**src/rtl/mmio_uart_tx_if.sv**
```systemverilog
// Data-bus responder port of the console UART: the processor side drives the
// request fields; the UART returns combinational read data and a select flag.
interface mmio_uart_tx_if;
  logic        re_in;
  logic        we_in;
  logic [1:0]  width_in;
  logic [31:0] addr_in;
  logic [31:0] wdata_in;
  logic [31:0] rdata_out;
  logic        sel_out;

  modport master (
    output re_in, we_in, width_in, addr_in, wdata_in,
    input  rdata_out, sel_out
  );

  modport slave (
    input  re_in, we_in, width_in, addr_in, wdata_in,
    output rdata_out, sel_out
  );
endinterface

```
**src/rtl/mmio_uart_tx.sv**
```systemverilog
// Memory-mapped 8N1 console transmitter: stores to TXDATA are queued in a small
// FIFO and shifted out LSB first at one bit per 'div' clock cycles.
//
// state | meaning
// IDLE  | line high, waiting for a queued byte
// START | start bit (low) for div cycles
// DATA  | shift[0] on the line, eight bits of div cycles each
// STOP  | stop bit (high); at its last cycle chain straight into the next byte
module mmio_uart_tx #(
  parameter logic [31:0] BASE_ADDR  = 32'h0000_2000,
  parameter int          FIFO_DEPTH = 4,
  parameter logic [15:0] DIV_RESET  = 16'd4
) (
  input  logic          clk,
  input  logic          rst,
  mmio_uart_tx_if.slave bus,
  output logic          tx_out,
  output logic          irq_out
);
  localparam int PW = (FIFO_DEPTH > 1) ? $clog2(FIFO_DEPTH) : 1;
  localparam int CW = $clog2(FIFO_DEPTH + 1);
  localparam logic [CW-1:0] DEPTH_C = CW'(FIFO_DEPTH);

  typedef enum logic [1:0] {IDLE, START, DATA, STOP} state_t;

  state_t        state, state_nxt;
  logic [7:0]    mem [FIFO_DEPTH];
  logic [PW-1:0] wr_ptr, rd_ptr;
  logic [CW-1:0] count;
  logic [15:0]   div, div_frame, cyc_cnt, div_wr, div_raw;
  logic [2:0]    bit_cnt;
  logic [7:0]    shift;
  logic          overflow;
  logic          hit, valid, wr_txdata, wr_status, wr_div;
  logic          full, empty, push, pop, cyc_done, busy;
  logic [1:0]    off;
  logic          unused_wdata_hi;

  assign unused_wdata_hi = ^bus.wdata_in[31:16];

  assign hit       = (bus.addr_in[31:4] == BASE_ADDR[31:4]);
  assign valid     = hit && (bus.addr_in[1:0] == 2'b00) && (bus.width_in != 2'd3);
  assign off       = bus.addr_in[3:2];
  assign wr_txdata = bus.we_in && valid && (off == 2'd0);
  assign wr_status = bus.we_in && valid && (off == 2'd1);
  assign wr_div    = bus.we_in && valid && (off == 2'd2);

  assign full     = (count == DEPTH_C);
  assign empty    = (count == '0);
  assign busy     = (state != IDLE);
  assign cyc_done = (cyc_cnt == 16'd0);
  // A full FIFO drops the byte even if a pop frees a slot on the same edge.
  assign push     = wr_txdata && !full;
  assign pop      = !empty && ((state == IDLE) || ((state == STOP) && cyc_done));
  assign irq_out  = empty && (state == IDLE);

  // Byte writes only touch the low half; a zero divisor would stall the timer.
  assign div_raw = (bus.width_in == 2'd0) ? {div[15:8], bus.wdata_in[7:0]}
                                          : bus.wdata_in[15:0];
  assign div_wr  = (div_raw == 16'd0) ? 16'd1 : div_raw;

  // Combinational register read; reflects state before any concurrent write.
  always_comb begin
    bus.rdata_out = 32'd0;
    bus.sel_out   = hit && (bus.re_in || bus.we_in);
    if (bus.re_in && valid) begin
      case (off)
        2'd1:    bus.rdata_out = {24'd0, 4'(count), overflow, busy, empty, full};
        2'd2:    bus.rdata_out = {16'd0, div};
        default: bus.rdata_out = 32'd0;
      endcase
    end
  end

  // FIFO pointers/occupancy, sticky overflow and the divisor register.
  always_ff @(posedge clk or negedge rst) begin
    if (!rst) begin
      wr_ptr   <= '0;
      rd_ptr   <= '0;
      count    <= '0;
      overflow <= 1'b0;
      div      <= DIV_RESET;
    end else begin
      if (push) wr_ptr <= wr_ptr + 1'b1;
      if (pop)  rd_ptr <= rd_ptr + 1'b1;
      if (push && !pop)      count <= count + 1'b1;
      else if (pop && !push) count <= count - 1'b1;
      if (wr_txdata && full) overflow <= 1'b1;
      else if (wr_status)    overflow <= 1'b0;
      if (wr_div) div <= div_wr;
    end
  end

  // FIFO storage needs no reset; occupancy is tracked by count.
  always_ff @(posedge clk) begin
    if (push) mem[wr_ptr] <= bus.wdata_in[7:0];
  end

  // Serializer state register.
  always_ff @(posedge clk or negedge rst) begin
    if (!rst) state <= IDLE;
    else      state <= state_nxt;
  end

  // Next-state and line drive.
  always_comb begin
    state_nxt = state;
    tx_out    = 1'b1;
    case (state)
      IDLE:  if (pop) state_nxt = START;
      START: begin
        tx_out = 1'b0;
        if (cyc_done) state_nxt = DATA;
      end
      DATA: begin
        tx_out = shift[0];
        if (cyc_done && (bit_cnt == 3'd7)) state_nxt = STOP;
      end
      STOP:  if (cyc_done) state_nxt = pop ? START : IDLE;
      default: state_nxt = IDLE;
    endcase
  end

  // Bit timer (down-counter), bit index and shift register; divisor latched per frame.
  always_ff @(posedge clk or negedge rst) begin
    if (!rst) begin
      shift     <= 8'd0;
      bit_cnt   <= 3'd0;
      cyc_cnt   <= 16'd0;
      div_frame <= DIV_RESET;
    end else if (pop) begin
      shift     <= mem[rd_ptr];
      div_frame <= div;
      cyc_cnt   <= div - 16'd1;
      bit_cnt   <= 3'd0;
    end else if (state != IDLE) begin
      if (cyc_done) begin
        cyc_cnt <= div_frame - 16'd1;
        if (state == DATA) begin
          shift   <= shift >> 1;
          bit_cnt <= bit_cnt + 3'd1;
        end
      end else begin
        cyc_cnt <= cyc_cnt - 16'd1;
      end
    end
  end
endmodule

```
**src/flat_wrapper.sv**
```systemverilog
// flat-port wrapper written by rule: the top's interface ports become plain ports
module mmio_uart_tx_flat 
#(
  parameter logic [31:0] BASE_ADDR  = 32'h0000_2000,
  parameter int          FIFO_DEPTH = 4,
  parameter logic [15:0] DIV_RESET  = 16'd4
)
  (clk, rst, tx_out, irq_out, bus_re_in, bus_we_in, bus_width_in, bus_addr_in, bus_wdata_in, bus_rdata_out, bus_sel_out);
  mmio_uart_tx_if bus_i ();
  input  logic clk;
  input  logic rst;
  output logic tx_out;
  output logic irq_out;
  input wire logic [$bits(bus_i.re_in)-1:0] bus_re_in;
  input wire logic [$bits(bus_i.we_in)-1:0] bus_we_in;
  input wire logic [$bits(bus_i.width_in)-1:0] bus_width_in;
  input wire logic [$bits(bus_i.addr_in)-1:0] bus_addr_in;
  input wire logic [$bits(bus_i.wdata_in)-1:0] bus_wdata_in;
  output wire logic [$bits(bus_i.rdata_out)-1:0] bus_rdata_out;
  output wire logic [$bits(bus_i.sel_out)-1:0] bus_sel_out;
  assign bus_i.re_in = bus_re_in;
  assign bus_i.we_in = bus_we_in;
  assign bus_i.width_in = bus_width_in;
  assign bus_i.addr_in = bus_addr_in;
  assign bus_i.wdata_in = bus_wdata_in;
  assign bus_rdata_out = bus_i.rdata_out;
  assign bus_sel_out = bus_i.sel_out;
  mmio_uart_tx #(.BASE_ADDR(BASE_ADDR), .FIFO_DEPTH(FIFO_DEPTH), .DIV_RESET(DIV_RESET)) u_core (.clk(clk), .rst(rst), .bus(bus_i), .tx_out(tx_out), .irq_out(irq_out));
endmodule
```
**config.mk**
```make
export PLATFORM = sky130hd
export DESIGN_NAME = mmio_uart_tx_flat
export DESIGN_NICKNAME = d
export VERILOG_FILES = /design/src/rtl/mmio_uart_tx_if.sv /design/src/rtl/mmio_uart_tx.sv /design/src/flat_wrapper.sv
export SDC_FILE = /design/constraint.sdc
export NUM_CORES = 1
export LEC_CHECK = 0
export CAP_MARGIN = 15
export CORE_ASPECT_RATIO = 1.1
export CORE_MARGIN = 2
export CORE_UTILIZATION = 48
export DETAILED_ROUTE_END_ITERATION = 16
export PLACE_DENSITY = 0.81
export RECOVER_POWER = 100
export SLEW_MARGIN = 20
export SYNTH_ARGS = -nofsm -noshare
export SYNTH_HDL_FRONTEND = slang
export SYNTH_SLANG_ARGS = --single-unit
```
**constraint.sdc**
```tcl
create_clock -name clk -period 3.9 [get_ports clk]
set_input_delay 0.585 -clock clk [delete_from_list [all_inputs] [get_ports clk]]
set_output_delay 0.585 -clock clk [all_outputs]
set_load 0.02 [all_outputs]
```
# Yosys cells after proc, flatten, opt, wreduce, memory -nomap -nowiden

Memory sizes are Yosys's and may differ from the RTL's.
Index checks and enable logic that the tools add are counted.
W data, S select, Z words.

Flip-flop bits (word level): 69
Bits in latches: 0
Memory bits (writable): 32
ROM bits: 0
Input port bits: 70
Output and inout port bits: 35
Logic and storage cells: 97
Memories kept: 1

$add $sub $neg: 8
$mul: 0
Div/mod/pow operators: 0
Magnitude comparators: 0
Equality and inequality tests: 13
Shifts and indexed selects: 0
Muxes and demuxes: 28
Bitwise operators: 0
Reduce and logical (&&, ||, !) cells: 37

Memory list:

| name       | depth | bits a word | read ports | clocked after memory_dff | write ports | RTL line           | source |
|---|---|---|---|---|---|---|---|
| u_core.mem | 4     | 8           | 1          | 0                        | 1           | mmio_uart_tx.sv:27 | `logic [7:0] mem [FIFO_DEPTH];` |

Operator list:

| kind                    | number |
|---|---|
| $mux W16                | 6 |
| $sub A16 B1 Y16 const B | 3 |
| $logic_not A16 Y1       | 2 |
| $mux W8                 | 4 |
| $pmux W16 S2            | 1 |
| $eq A28 B10 Y1 const B  | 1 |
| $mux W3                 | 6 |
| $logic_and A1 B1 Y1     | 16 |
| $reduce_bool A2 Y1      | 6 |
| $logic_not A2 Y1        | 4 |
| $mux W2                 | 4 |
| $ne A2 B1 Y1 const B    | 4 |
| $pmux W2 S4             | 1 |
| $add A3 B1 Y3 const B   | 2 |
| $eq A2 B2 Y1 const B    | 3 |
| $eq A3 B3 Y1 const B    | 2 |
| $mux W1                 | 5 |
| $add A2 B1 Y2 const B   | 2 |
| $eq A2 B1 Y1 const B    | 2 |
| $logic_not A1 Y1        | 4 |
| $reduce_and A4 Y1       | 1 |
| $logic_not A3 Y1        | 1 |
| $reduce_and A3 Y1       | 1 |
| $sub A3 B1 Y3 const B   | 1 |
| 3 further kinds         | 4 |

# Logic depth before layout (Yosys ltp)

Gate-level depths: netlist of the first run.

Depth after elaboration: 10
Mapped depth: 17
Depth with buffers taken out: 14

# Worst setup path before layout of the first run

No wires, ideal clock.

Path type: reg2reg
Start: register u_core.state[0]
End: register u_core.cyc_cnt[14]
Setup time: 0.082 ns
Data arrival time: 3.823 ns
Data required time: 3.818 ns
Path slack: -0.005 ns
Stages on the path, launching flop included: 17
Buffers on the path: 3
Period minus slack after synthesis: 3.905 ns
Cells stage by stage: dfrtp_1 > inv_1 > ha_1 > o32a_4 > nand3_1 > o21ai_4 > buf_4 > clkbuf_1 > buf_1 > o21a_1 > ha_1 > nor4bb_1 > o31ai_1 > mux2i_4 > o2111ai_2 > or3_1 > a31oi_1

Cells in the longest elaborated chain, start to end: 5
Elaborated cells on any way between the ends: 8
Those cells by class: eq/ne (1); mux (1); reduce/logical (6)

RTL lines:

| element                                               | RTL line            | source |
|---|---|---|
| start, declared                                       | mmio_uart_tx.sv:26  | `state_t state, state_nxt;` |
| start signal, assigned                                | mmio_uart_tx.sv:102 | `else state <= state_nxt;` |
| $eq A2 B2 Y1                                          | mmio_uart_tx.sv:54  | `assign pop = !empty && ((state == IDLE) \|\| ((state == STOP) && cyc_done));` |
| $logic_and A1 B1 Y1                                   | mmio_uart_tx.sv:54  |  |
| $logic_or A1 B1 Y1                                    | mmio_uart_tx.sv:54  |  |
| $logic_and A1 B1 Y1                                   | mmio_uart_tx.sv:54  |  |
| $mux W16 / $reduce_bool A2 Y1 (equally long branches) | n/a                 |  |
| end signal, assigned                                  | mmio_uart_tx.sv:134 | `cyc_cnt <= div - 16'd1;` |
| end signal, assigned                                  | mmio_uart_tx.sv:138 | `cyc_cnt <= div_frame - 16'd1;` |
| end signal, assigned                                  | mmio_uart_tx.sv:144 | `cyc_cnt <= cyc_cnt - 16'd1;` |
| end, declared                                         | mmio_uart_tx.sv:30  | `logic [15:0] div, div_frame, cyc_cnt, div_wr, div_raw;` |

Parallel ways exist; a longest one is shown, timed or not.
A chain may end at the register's enable or synchronous reset.

# Worst setup path in the final report of the first run

Start: input port bus_addr_in[17]
End: output port bus_rdata_out[13]

Cells in the longest elaborated chain, start to end: 5

RTL lines:

| element                          | RTL line           | source |
|---|---|---|
| start, declared                  | flat_wrapper.sv:17 | `input wire logic [$bits(bus_i.addr_in)-1:0] bus_addr_in;` |
| $eq A28 B10 Y1                   | mmio_uart_tx.sv:41 | `assign hit = (bus.addr_in[31:4] == BASE_ADDR[31:4]);` |
| $logic_and A1 B1 Y1 (2 in a row) | mmio_uart_tx.sv:42 | `assign valid = hit && (bus.addr_in[1:0] == 2'b00) && (bus.width_in != 2'd3);` |
| $logic_and A1 B1 Y1              | mmio_uart_tx.sv:66 | `if (bus.re_in && valid) begin` |
| $mux W16                         | mmio_uart_tx.sv:66 |  |
| end, declared                    | flat_wrapper.sv:19 | `output wire logic [$bits(bus_i.rdata_out)-1:0] bus_rdata_out;` |

No other way between the ends.

==> impl_metrics.env, run 1 <==
export IMPL_status="finished, violations left"
export IMPL_violations="max-capacitance violations, max-slew violations"
export IMPL_slowest_delay_ns=0.66
export IMPL_rows=41
export IMPL_layout_nets=722
export IMPL_path_cells="dlygate4sd3_1, nor4_1, nand4_1, nor3_1, and3_1, and2_1, dlygate4sd3_1"
export IMPL_netlist_instances=564
export IMPL_drtIter0Drc=455
export IMPL_worst_slew_pin_slew_ns=1.92
export IMPL_synth_area_um2=5750
export IMPL_drc=0
export IMPL_cts_buffers=9
export IMPL_cts_setup_buffers=0
export IMPL_final_core_util_pct=59.2
export IMPL_vias=4702
export IMPL_leakagePower_nw=2.74
export IMPL_worstPathRequired_ns=3.31
export IMPL_drtPass1Iterations=5
export IMPL_via_per_inst=5.95
export IMPL_cts_root_buf="clkbuf_16"
export IMPL_grt_max_degree=46
export IMPL_hold_viol=0
export IMPL_initial_utilization_pct=49.6
export IMPL_critPathCaptureType="output pin"
export IMPL_grt_usage_pct=22.8
export IMPL_pwr_density_cell_nw_per_um2=307
export IMPL_rsz0062_at_grt="false"
export IMPL_ys_warn_count=0
export IMPL_hold_buffers=0
export IMPL_final_cell_mix="nand2_1 (76), dfrtp_1 (67), clkdlybuf4s50_1 (51), nor2_1 (49)"
export IMPL_synth_edff_count=32
export IMPL_cts_tree="done"
export IMPL_die_area_um2=12900
export IMPL_portBuffers=72
export IMPL_finalCriticalPeriod_ns=3.70
export IMPL_cp_slowest_cell="dlygate4sd3_1"
export IMPL_final_common_cell="nand2_1"
export IMPL_synth_main_ff_cell="dfrtp_1"
export IMPL_ant_nets=0
export IMPL_diodes=0
export IMPL_syn_avg_cell_area_um2=10.2
export IMPL_drv_slew=66
export IMPL_yosysSeqAreaShare_pct=46.8
export IMPL_ys_async_sr_fraction_pct=68.3
export IMPL_maxSlewHeadroom_pct=-28.3
export IMPL_synth_seq_cells=101
export IMPL_die_width_um=108
export IMPL_htree_levels=3
export IMPL_wl_per_cell_um=17.6
export IMPL_cts_resized=0
export IMPL_arrival_ns=3.12
export IMPL_placed_area_um2=6600
export IMPL_cts_sinks=101
export IMPL_pin_count=105
export IMPL_setup_violations=0
export IMPL_drive_above_1_share_pct=10.3
export IMPL_stdcell_area_um2=6870
export IMPL_min_period_over_period_pct=94.9
export IMPL_finalSetupTns_ns=0
export IMPL_vdd_ir_drop_max_v=0.000233
export IMPL_core_area_um2=11600
export IMPL_clk_pin_slew_worst_paths_ns=0.08
export IMPL_crit_type="input pin to output pin"
export IMPL_drv_cap=2
export IMPL_skew_ns=0.00541
export IMPL_fmax_ghz=0.270
export IMPL_p_total_mw=2.11
export IMPL_critPathLaunchType="input pin"
export IMPL_fp_dieH_um=119
export IMPL_area_growth_pct=19.5
export IMPL_clock_latency_ns=0.35
export IMPL_synthDistinctLibCells=70
export IMPL_wirelength_um=13900
export IMPL_path_common_cell="dlygate4sd3_1"
export IMPL_grt_pass1_wl_um=23100
export IMPL_worstPathMaxFanout=9
export IMPL_dpl_hpwl_um=10200
export IMPL_grt_pass1_vias=4708
export IMPL_gp_congestion=0.897
export IMPL_hold_path_class="input pin to asynchronous set/reset pin"
export IMPL_grt_ovfl_total=0
export IMPL_cts_max_path_buffers=2
export IMPL_antenna_found_initial=0
cells in the mapped netlist, drive strengths merged (3+ instances only):
cell	instances	share of area (%)
nand2	76	5.0
dfrtp	67	29
nor2	49	3.2
o21ai	33	3.1
edfxtp	32	17
buf	26	3.0
a21oi	19	1.7
inv	19	1.2
mux2	19	3.7
clkbuf	18	1.2
nor4	18	2.3
and2	16	1.7
ha	16	3.5
mux2i	15	2.8
nor3	15	1.4
nand3	11	1.2
a31oi	9	0.98
mux4	8	3.1
xnor2	8	1.2
a22oi	7	0.91
o211ai	7	1.0
and3	5	0.54
xor2	5	0.76
a211oi	4	0.52
nand4	4	0.44
o31ai	4	0.52
or3	4	0.44
or4	4	0.52
a32o	3	0.52
o21a	3	0.39
o221ai	3	0.46
registers in the layout, indices dropped and copies added (netlist names):
name and flops:
u_core.bit_cnt 3, u_core.count 3, u_core.cyc_cnt 16, u_core.div 16, u_core.div_frame 16, u_core.mem 32, u_core.overflow 1, u_core.rd_ptr 2
u_core.shift 8, u_core.state 2, u_core.wr_ptr 2
power by group:
part	total [mW]	switching, mW	leakage, nW	internal [mW]
Combinational	0.103	0.0528	1.47	0.0499
Clock	0.915	0.454	0.151	0.461
Sequential	1.09	0.0000000675	1.12	1.09
per-stage QoR:
stage	hold WS (ns)	setup slack, ns	cells
6_report	0.0982	0.199	790
2_1_floorplan	0.289	0.0951	579
4_1_cts	0.0455	0.342	790
5_1_grt	0.124	0.0590	790
3_3_place_gp	0.419	0.381	774
3_5_place_dp	0.420	0.354	774
per-layer routing:
metal | global-route usage [%] | part of all wire, % | routed length, um | up-vias
met1 | 31.2 | 42 | 5850 | 2275
li1 | - | - | - | 2175
met5 | 0 | 0 | 0 | -
met4 | 8.81 | 2.4 | 330 | 0
met2 | 37.0 | 49 | 6790 | 228
met3 | 2.76 | 6.8 | 947 | 24
critical path, delay by kind of cell:
family,cells,cell delay (ns)
buffers and inverters,2,1.21
and+or+nand+nor,5,1.31
final timing paths:
check                      depth (start not counted)                  from                   end  slack, ns
max                                                7       bus_addr_in[17]     bus_rdata_out[13]       0.20
min                                                1                   rst         u_core.div[9]        0.1
max reg2reg                                       10       u_core.state[0]    u_core.cyc_cnt[13]       0.29
min reg2reg                                        2  u_core.div_frame[13]  u_core.div_frame[13]       0.49
max in group asynchronous                          2                   rst      u_core.rd_ptr[1]       1.69
min in group clk                                   2  u_core.div_frame[13]  u_core.div_frame[13]       0.49
cell families (layout without fill, tap and decap cells):
group	after synthesis	count (layout)	share of synthesized area, %
other	1	16	0.0652
DFF	101	101	46.8
AOI/OAI and AO/OA	116	116	14.2
buffers and inverters	63	124	5.42
muxes	42	42	9.69
xor gates and xnor gates	13	13	1.98
adders and majority gates	17	17	3.83
and+or+nand+nor	211	211	18.0
area by class of cell:
| class | count | area (um^2) |
|---|---|---|
| multi-input combinational | 415 | 2790 |
| clock inverter | 7 | 83.8 |
| fill | 938 | 4730 |
| tap | 150 | 188 |
| timing repair buffer | 89 | 817 |
| clock buffer | 9 | 225 |
| sequential | 101 | 2690 |
| inverter | 19 | 71.3 |
Power figures use the tool's default switching activity.
==> inputs of run 2 (changes only) <==
--- a/config.mk
+++ b/config.mk
@@ -10,6 +10,7 @@
 export CORE_MARGIN = 2
 export CORE_UTILIZATION = 48
 export DETAILED_ROUTE_END_ITERATION = 16
+export GPL_TIMING_DRIVEN = 0
 export PLACE_DENSITY = 0.81
 export RECOVER_POWER = 100
 export SLEW_MARGIN = 20
==> impl_metrics.env, run 2 (same netlist as run 1, synthesis figures left out) <==
export IMPL_critPathBufInv=3
export IMPL_leakagePower_nw=2.87
export IMPL_rr_worst_depth=15
export IMPL_critPathLaunchType="register"
export IMPL_worst_slew_pin_slew_ns=1.26
export IMPL_grt_max_degree=51
export IMPL_hold_ws_ns=0.453
export IMPL_vdd_ir_drop_max_v=0.000217
export IMPL_portBuffers=72
export IMPL_rows=41
export IMPL_grt_pass1_wl_um=25600
export IMPL_gp_congestion=0.920
export IMPL_cts_sinks=101
export IMPL_hold_viol=0
export IMPL_grt_usage_pct=25.7
export IMPL_cts_max_path_buffers=2
export IMPL_setup_violations=0
export IMPL_cts_root_buf="clkbuf_16"
export IMPL_area_growth_pct=24.4
export IMPL_pin_count=105
export IMPL_final_common_cell="nand2_1"
export IMPL_path_cells="inv_2, ha_4, o32a_4, nand3_1, o21ai_4, buf_12, buf_6, o21a_1, ha_2, nor4bb_2, o31ai_2, mux2i_4, o2111ai_4, or3_1, a31oi_1"
export IMPL_r2r_start="u_core.state[0]"
export IMPL_status="finished clean"
export IMPL_stdcell_area_um2=7150
export IMPL_via_per_inst=6.06
export IMPL_drc=0
export IMPL_wl_per_cell_um=19.2
export IMPL_grt_pass1_vias=4961
export IMPL_dpl_hpwl_um=11500
export IMPL_initial_utilization_pct=49.6
export IMPL_drive_above_1_share_pct=14.9
export IMPL_die_width_um=108
export IMPL_arrival_ns=4.04
export IMPL_final_cell_mix="nand2_1 (76), dfrtp_1 (67), clkdlybuf4s50_1 (63), nor2_1 (48)"
export IMPL_critPathCaptureType="register"
export IMPL_crit_type="register to register"
export IMPL_htree_levels=3
export IMPL_finalCriticalPeriod_ns=3.76
export IMPL_fmax_ghz=0.266
export IMPL_cpLargestDelayFamily="compound AO/OA/AOI/OAI gates"
export IMPL_cp_slowest_cell="dfrtp_1"
export IMPL_wirelength_um=15800
export IMPL_drv_cap=0
export IMPL_die_area_um2=12900
export IMPL_r2r_end="u_core.cyc_cnt[14]"
export IMPL_fill_cells=945
export IMPL_vias=4979
export IMPL_drtPass1Iterations=5
export IMPL_grt_ovfl_total=0
export IMPL_skew_ns=0.00570
export IMPL_antenna_found_initial=0
export IMPL_r2r_slack_ns=0.14
export IMPL_largest_register="u_core.mem"
export IMPL_worstPathRequired_ns=4.18
export IMPL_p_total_mw=2.13
export IMPL_cts_buffers=9
export IMPL_pwr_density_cell_nw_per_um2=298
export IMPL_clk_pin_slew_worst_paths_ns=0.08
export IMPL_finalSetupTns_ns=0
export IMPL_maxSlewHeadroom_pct=15.9
export IMPL_min_period_over_period_pct=96.5
export IMPL_cts_tree="done"
export IMPL_ant_nets=0
export IMPL_drv_slew=0
export IMPL_clock_latency_ns=0.35
export IMPL_layout_nets=754
export IMPL_critical_path_depth=15
export IMPL_worstPathMaxFanout=19
export IMPL_slowest_delay_ns=0.43
export IMPL_fp_dieH_um=119
export IMPL_largest_register_ffs=32
export IMPL_drtIter0Drc=415
export IMPL_final_core_util_pct=61.7
export IMPL_diodes=0
export IMPL_placed_area_um2=6750
export IMPL_hold_path_class="input pin to asynchronous set/reset pin"
export IMPL_core_area_um2=11600
==> run 2: cell count changes in the layout (fill, tap and decap cells not counted), sizes merged <==
| cell | previous run | this run |
|---|---|---|
| clkinv | 3 | 2 |
| dlygate4sd3 | 20 | 8 |
| inv | 23 | 24 |
| clkbuf | 17 | 29 |
| clkdlybuf4s50 | 51 | 63 |
| buf | 10 | 30 |
==> run 2: report_power, final <==
part | switching, mW | leakage, nW | internal [mW]
clock | 0.462 | 0.150 | 0.463
combinational | 0.0558 | 1.59 | 0.0609
sequential | 0.0000000660 | 1.12 | 1.09
total | 0.518 | 2.87 | 1.62
==> run 2: stage by stage <==
stage | worst slack, ns | std cells
6_report | 0.136 | 822
4_1_cts | 0.00872 | 822
3_5_place_dp | -0.912 | 802
3_3_place_gp | -0.875 | 801
2_1_floorplan | 0.0951 | 579
5_1_grt | -0.0615 | 822
==> run 2: how the worst max path moves through the flow <==
stage / from / end
2_1_floorplan: u_core.state[0] / u_core.cyc_cnt[14]
4_1_cts: u_core.state[0] / u_core.count[2]
5_1_grt: u_core.state[0] / u_core.cyc_cnt[14]
3_3_place_gp: u_core.state[0] / u_core.cyc_cnt[14]
6_report: u_core.state[0] / u_core.cyc_cnt[14]
3_5_place_dp: u_core.state[0] / u_core.cyc_cnt[14]
==> run 2: area by class of cell <==
cell class	count	area [um^2]	area share, %
Buffer	43	260	3.64
Clock buffer	9	225	3.15
Clock inverter	7	81.3	1.14
Inverter	19	71.3	0.997
Multi-Input combinational cell	415	2880	40.3
Sequential cell	101	2690	37.6
Tap cell	150	188	2.62
Timing Repair Buffer	78	757	10.6
==> run 2: repair_timing <==
| item | 4_1_cts | 5_1_grt |
|---|---|---|
| hold buffers | 0 | 0 |
| setup endpoints to repair | 8 | 7 |
| pin swaps | 1 | 2 |
| gates resized for setup | 9 | 14 |
| buffers inserted | 5 | 0 |
==> run 2: routing by layer <==
metal / vias to the layer above / part of all wire, % / GRT usage (%)
li1: 2243 / - / -
met1: 2360 / 39 / 32.6
met2: 319 / 49 / 42.8
met3: 57 / 8.6 / 4.85
met4: 0 / 3.6 / 10.4
met5: - / 0 / 0
